==> config.mk <==
export PLATFORM = sky130hd
export DESIGN_NAME = write_back_stage
export DESIGN_NICKNAME = d
export VERILOG_FILES = /design/src/rtl/cpu_pkg.sv /design/src/rtl/pipe_reg.sv /design/src/rtl/write_back_stage.sv
export SDC_FILE = /design/constraint.sdc
export NUM_CORES = 1
export LEC_CHECK = 0
export BUFFER_PORTS_ARGS = -buffer_cell sky130_fd_sc_hd__buf_2
export CAP_MARGIN = 20
export CORE_ASPECT_RATIO = 1.2
export CORE_UTILIZATION = 31
export DETAILED_ROUTE_END_ITERATION = 7
export PLACE_DENSITY = 0.54
export SLEW_MARGIN = 40
export SYNTH_ARGS = -nofsm -noshare
export SYNTH_HDL_FRONTEND = slang
export SYNTH_SLANG_ARGS = --single-unit
==> constraint.sdc <==
create_clock -name clk -period 2.5 [get_ports clk]
set_input_delay 0.5 -clock clk [delete_from_list [all_inputs] [get_ports clk]]
set_output_delay 0.5 -clock clk [all_outputs]
set_load 0.05 [all_outputs]
==> src/rtl/cpu_pkg.sv <==
// Shared CPU constants: class codes, memory opcodes, widths.
// Used by instructionDecode and write_back_stage.
package cpu_pkg;

  localparam int DATA_W_DEF = 32;
  localparam int REG_W_DEF  = 4;

  localparam logic [4:0] CLS_NOP     = 5'b00000;
  localparam logic [4:0] CLS_ALU_REG = 5'b00001;
  localparam logic [4:0] CLS_ALU_IMM = 5'b10001;
  localparam logic [4:0] CLS_MEM     = 5'b00011;
  localparam logic [4:0] CLS_BRANCH  = 5'b11000;

  localparam logic [3:0] OP_LD  = 4'b0010;
  localparam logic [3:0] OP_STR = 4'b0011;

  function automatic logic cls_known(
    input logic [4:0] c
  );
    return (c == CLS_NOP)
        || (c == CLS_ALU_REG)
        || (c == CLS_ALU_IMM)
        || (c == CLS_MEM)
        || (c == CLS_BRANCH);
  endfunction

endpackage

==> src/rtl/pipe_reg.sv <==
// Parameterised enabled register with synchronous reset.
// Reset wins over enable.
module pipe_reg #(
  parameter int         W       = 1,
  parameter logic [W-1:0] RST_VAL = '0
) (
  input  logic         clk,
  input  logic         rst,
  input  logic         en,
  input  logic [W-1:0] d,
  output logic [W-1:0] q
);

  logic [W-1:0] q_q;

  always_ff @(posedge clk) begin
    if (rst) begin
      q_q <= RST_VAL;
    end else if (en) begin
      q_q <= d;
    end
  end

  assign q = q_q;

endmodule

==> src/rtl/write_back_stage.sv <==
// Write-back stage: registers the register-file write port,
// counts retired instructions and flags unknown classes.
module write_back_stage
  import cpu_pkg::*;
#(
  parameter int          DATA_W      = DATA_W_DEF,
  parameter int          REG_W       = REG_W_DEF,
  parameter logic [31:0] RETIRED_RST = '0
) (
  input  logic              clk,
  input  logic              rst,
  input  logic              en,
  input  logic              flush,
  input  logic [4:0]        instClass,
  input  logic [3:0]        opCode,
  input  logic [REG_W-1:0]  RdIn,
  input  logic [DATA_W-1:0] aluResult,
  input  logic [DATA_W-1:0] memData,
  output logic              WE,
  output logic [REG_W-1:0]  Rd,
  output logic [DATA_W-1:0] WD,
  output logic [31:0]       retired,
  output logic              illegal
);

  localparam int ST_W = 1 + REG_W + DATA_W;

  logic [4:0]        cls_d;
  logic              ld_d;
  logic              we_d;
  logic [DATA_W-1:0] wd_d;
  logic [ST_W-1:0]   st_d;
  logic [ST_W-1:0]   st_q;
  logic [31:0]       retired_d;
  logic [31:0]       retired_q;
  logic              illegal_d;
  logic              illegal_q;

  // A flushed slot is latched as a bubble.
  assign cls_d = flush ? CLS_NOP : instClass;
  assign ld_d  = (cls_d == CLS_MEM)
              && (opCode == OP_LD);

  always_comb begin
    we_d = 1'b0;
    unique case (1'b1)
      (cls_d == CLS_ALU_REG): we_d = 1'b1;
      (cls_d == CLS_ALU_IMM): we_d = 1'b1;
      ld_d:                   we_d = 1'b1;
      default:                we_d = 1'b0;
    endcase
  end

  assign wd_d = ld_d ? memData : aluResult;
  assign st_d = {we_d, RdIn, wd_d};

  pipe_reg #(
    .W       (ST_W),
    .RST_VAL ('0)
  ) u_st (
    .clk (clk),
    .rst (rst),
    .en  (en),
    .d   (st_d),
    .q   (st_q)
  );

  always_comb begin
    retired_d = retired_q;
    illegal_d = illegal_q;
    if (en) begin
      if (cls_d != CLS_NOP) begin
        retired_d = retired_q + 32'd1;
      end
      if (!cls_known(cls_d)) begin
        illegal_d = 1'b1;
      end
    end
  end

  always_ff @(posedge clk) begin
    if (rst) begin
      retired_q <= RETIRED_RST;
      illegal_q <= 1'b0;
    end else begin
      retired_q <= retired_d;
      illegal_q <= illegal_d;
    end
  end

  assign WE      = st_q[ST_W-1];
  assign Rd      = st_q[DATA_W +: REG_W];
  assign WD      = st_q[DATA_W-1:0];
  assign retired = retired_q;
  assign illegal = illegal_q;

endmodule

==> metrics <==
Starting Density=32.3%; Setup TNS Final=0 ns; Die Y=115 um; Slew Limit Fails=0; Core Footprint=0.0102 mm2; Synth top area share=42.7%; synth unique cells=43; MaxCap Viol Count=0; I/O Buffers=150; complex-gate fraction of the synthesized area=between 20% and 30%; R2R depth=4; Routability Congestion=0.768; area leader, netlist=dfxtp_1; DRC viols=0; Reg2Reg Capture Point=retired[27]; final hold violations=0; Crit Path Class=flop to flop; Worst setup EP type=flop; first-pass GRT wire length=~16000 um; fmax=0.464 GHz; Std-Cell Rows=40; hold path endpoint=u_st.q[34]; status=finished clean; Hold Path Depth=3; pwr dens=670 mW/mm2; Clock Skew=0.00532 ns; Crit path required time=2.76 ns; adder-cell share of the synthesized area=0.381%; slowest cell on the critical path=or4_1; vias in the first global route=3194; Ys Warns=0; CTS root buffer=clkbuf_16; Via Count=approximately 3500; register area share after synthesis=about 43%; most instantiated library cell after synthesis=nand2_1; async set-or-reset flop fraction in the synthesized netlist=0%; initial antenna violation count=0; Final period util=86.2%; synth cell count leaders=nand2_1 (71), dfxtp_1 (70), nor2_1 (50), a311oi_1 (32), clkbuf_1 (27); VDD IR-drop max=approximately 0.00033 V; kind of start point of the critical path=flop; layout cells sized above 1=roughly 32%; CTS Buf Count=9; I/O pins=151; HPWL Detailed=7060 um; die area=0.0110 mm2; Arrival @ worst endpoint=around 2.4 ns; drt total wl=9910 um; area delta synth->final=36.3%; Min-Delay Startpoint=RdIn[2]; clock sinks=70; Slew Limit Headroom=50.8%; filler instances=~1100; R2R Setup Slk=0.35 ns; Worst-Skew Late Latency=between 0.3 and 0.4 ns; main flop type after synthesis=dfxtp_1; synthesized flop and latch total=70; CP Cell Sequence=nand4_2 -> or4_1 -> or4_1 -> a21oi_1; top cells by area, synth=dfxtp_1 (43%), a311oi_1 (8.5%), nand2_1 (8.1%), nor2_1 (5.7%), or4_1 (3.4%); Leakage=1.97 nW; post-synthesis cell count=402; drt via density=5.22; Cell Area, Synth=0.00329 mm2; clock-pin slew on the worst setup and hold paths=approximately 0.060 ns; Worst R2R Start=retired[9]; CP Max Fanout=13; RSZ-0062 raised after global routing=false; main combinational cell family by area after synthesis=simple AND/OR/NAND/NOR gates; mux contribution to synthesized area=1.87%; Synth Area per Inst=8.17 um2; final hold slack=0.404 ns; H-tree levels=3; final setup fails=0; ant diodes=0; CTS Hold Buffers Added=0; Final Critical Period=between 2 and 2.5 ns; largest net degree at the start of global routing=72; Post-CTS Resized=0; NumNets Final=620; Crit path largest cell delay=around 0.77 ns; Setup Fix Bufs, Post-CTS=0; first-pass detailed-route iteration total=4; Worst-Margin Slew=0.738 ns; GRT Util Overall=18.4%; die width=96.0 um; Post-Syn Nets=484; most frequent CP cell=or4_1; drt wl/cell=14.8 um; dpl ws=around 0.17 ns; CTS tree=yes; Simple-Gate Fraction of Synth Area=between 20% and 30%; antenna-violating nets left=0; post-synthesis xor/xnor area fraction=2.67%; Min-Delay Path Class=input pin to flop; total gr overflow=0; Clock Path Buffers=2; Initial DRC Count=approximately 180; fin worst setup slack=around 0.35 ns; number of enable flip-flop cells after synthesis=0
## placed cells by master (no fill, tap or decap), drive strengths merged, types with 3 or more instances in the layout
| cell type | n |
|---|---|
| mux2i | 5 |
| dfxtp | 70 |
| and3 | 6 |
| a21oi | 22 |
| nor2b | 3 |
| o21ai | 8 |
| buf | 157 |
| or4 | 16 |
| o2111ai | 5 |
| o31ai | 12 |
| nand2 | 71 |
| and4 | 4 |
| nor2 | 50 |
| or3 | 6 |
| o211ai | 5 |
| a311oi | 32 |
| nand3 | 9 |
| xor2 | 8 |
| nand4 | 7 |
| clkbuf | 13 |
| inv | 6 |
## cell type report
class / instances / area (um2) / share of cell area [%]
tap: 126 / 158 / 3.52
sequential: 70 / 1400 / 31.3
clock buffer: 13 / 270 / 6.04
inverter: 6 / 22.5 / 0.503
timing repair buffer: 157 / 828 / 18.5
clock inverter: 3 / 65.1 / 1.45
multi-input combinational: 294 / 1730 / 38.7
## worst max path at each step
| stage | startpoint | to | slack, ns | cells past startpoint |
|---|---|---|---|---|
| after floorplan | retired[0] | retired[26] | 0.09 | 6 |
| after global placement | flush | retired[31] | 0.20 | 5 |
| after detailed placement | flush | retired[31] | 0.17 | 5 |
| after CTS | retired[9] | retired[31] | 0.35 | 4 |
| after global routing | retired[8] | retired[27] | 0.16 | 4 |
| final | retired[9] | retired[27] | 0.35 | 4 |
## worst max-delay path: cells and delay by family, from the launching register on
| family | cells | cell delay [ns] |
|---|---|---|
| compound gates | 1 | 0.15 |
| simple gates | 3 | 1.50 |
| flops | 1 | 0.43 |
## flip-flops by register name (all words and copies together), names as in the netlist
signal,flops
illegal,1
retired,32
u_st.q,37
## report_power, final
group / total [mW] / leakage [nW] / internal (mW) / switching, mW
combinational: 0.391 / 1.23 / 0.120 / 0.270
clock: 1.43 / 0.166 / 0.954 / 0.473
sequential: 1.18 / 0.574 / 1.16 / 0.0233
## per-stage QoR
| step | utilization (%) | instance area [um2] | power [mW] | instances |
|---|---|---|---|---|
| after global routing | 44.1 | 4480 | 3.11 | 669 |
| after floorplan | - | 3290 | 1.46 | 402 |
| after CTS | 44.1 | 4480 | 3.03 | 669 |
| final | 44.1 | 4480 | 3.00 | 669 |
| after detailed placement | 40.8 | 4140 | 1.60 | 653 |
| after global placement | 40.8 | 4140 | 1.60 | 653 |
## logic make-up (layout without fill, tap and decap cells)
logic type,count (synthesis),after routing
xor+xnor,10,10
buf+inv,38,179
mux,6,6
flops,70,70
fa+ha+maj,1,1
compound gates,93,93
simple gates,184,184
## metal layers
layer	GRT usage (%)	routed length (um)
met5	0	0
met4	8.26	211
met3	3.57	539
met2	29.7	4680
met1	23.6	4480
No activity file was read; power rests on OpenSTA's default activity.
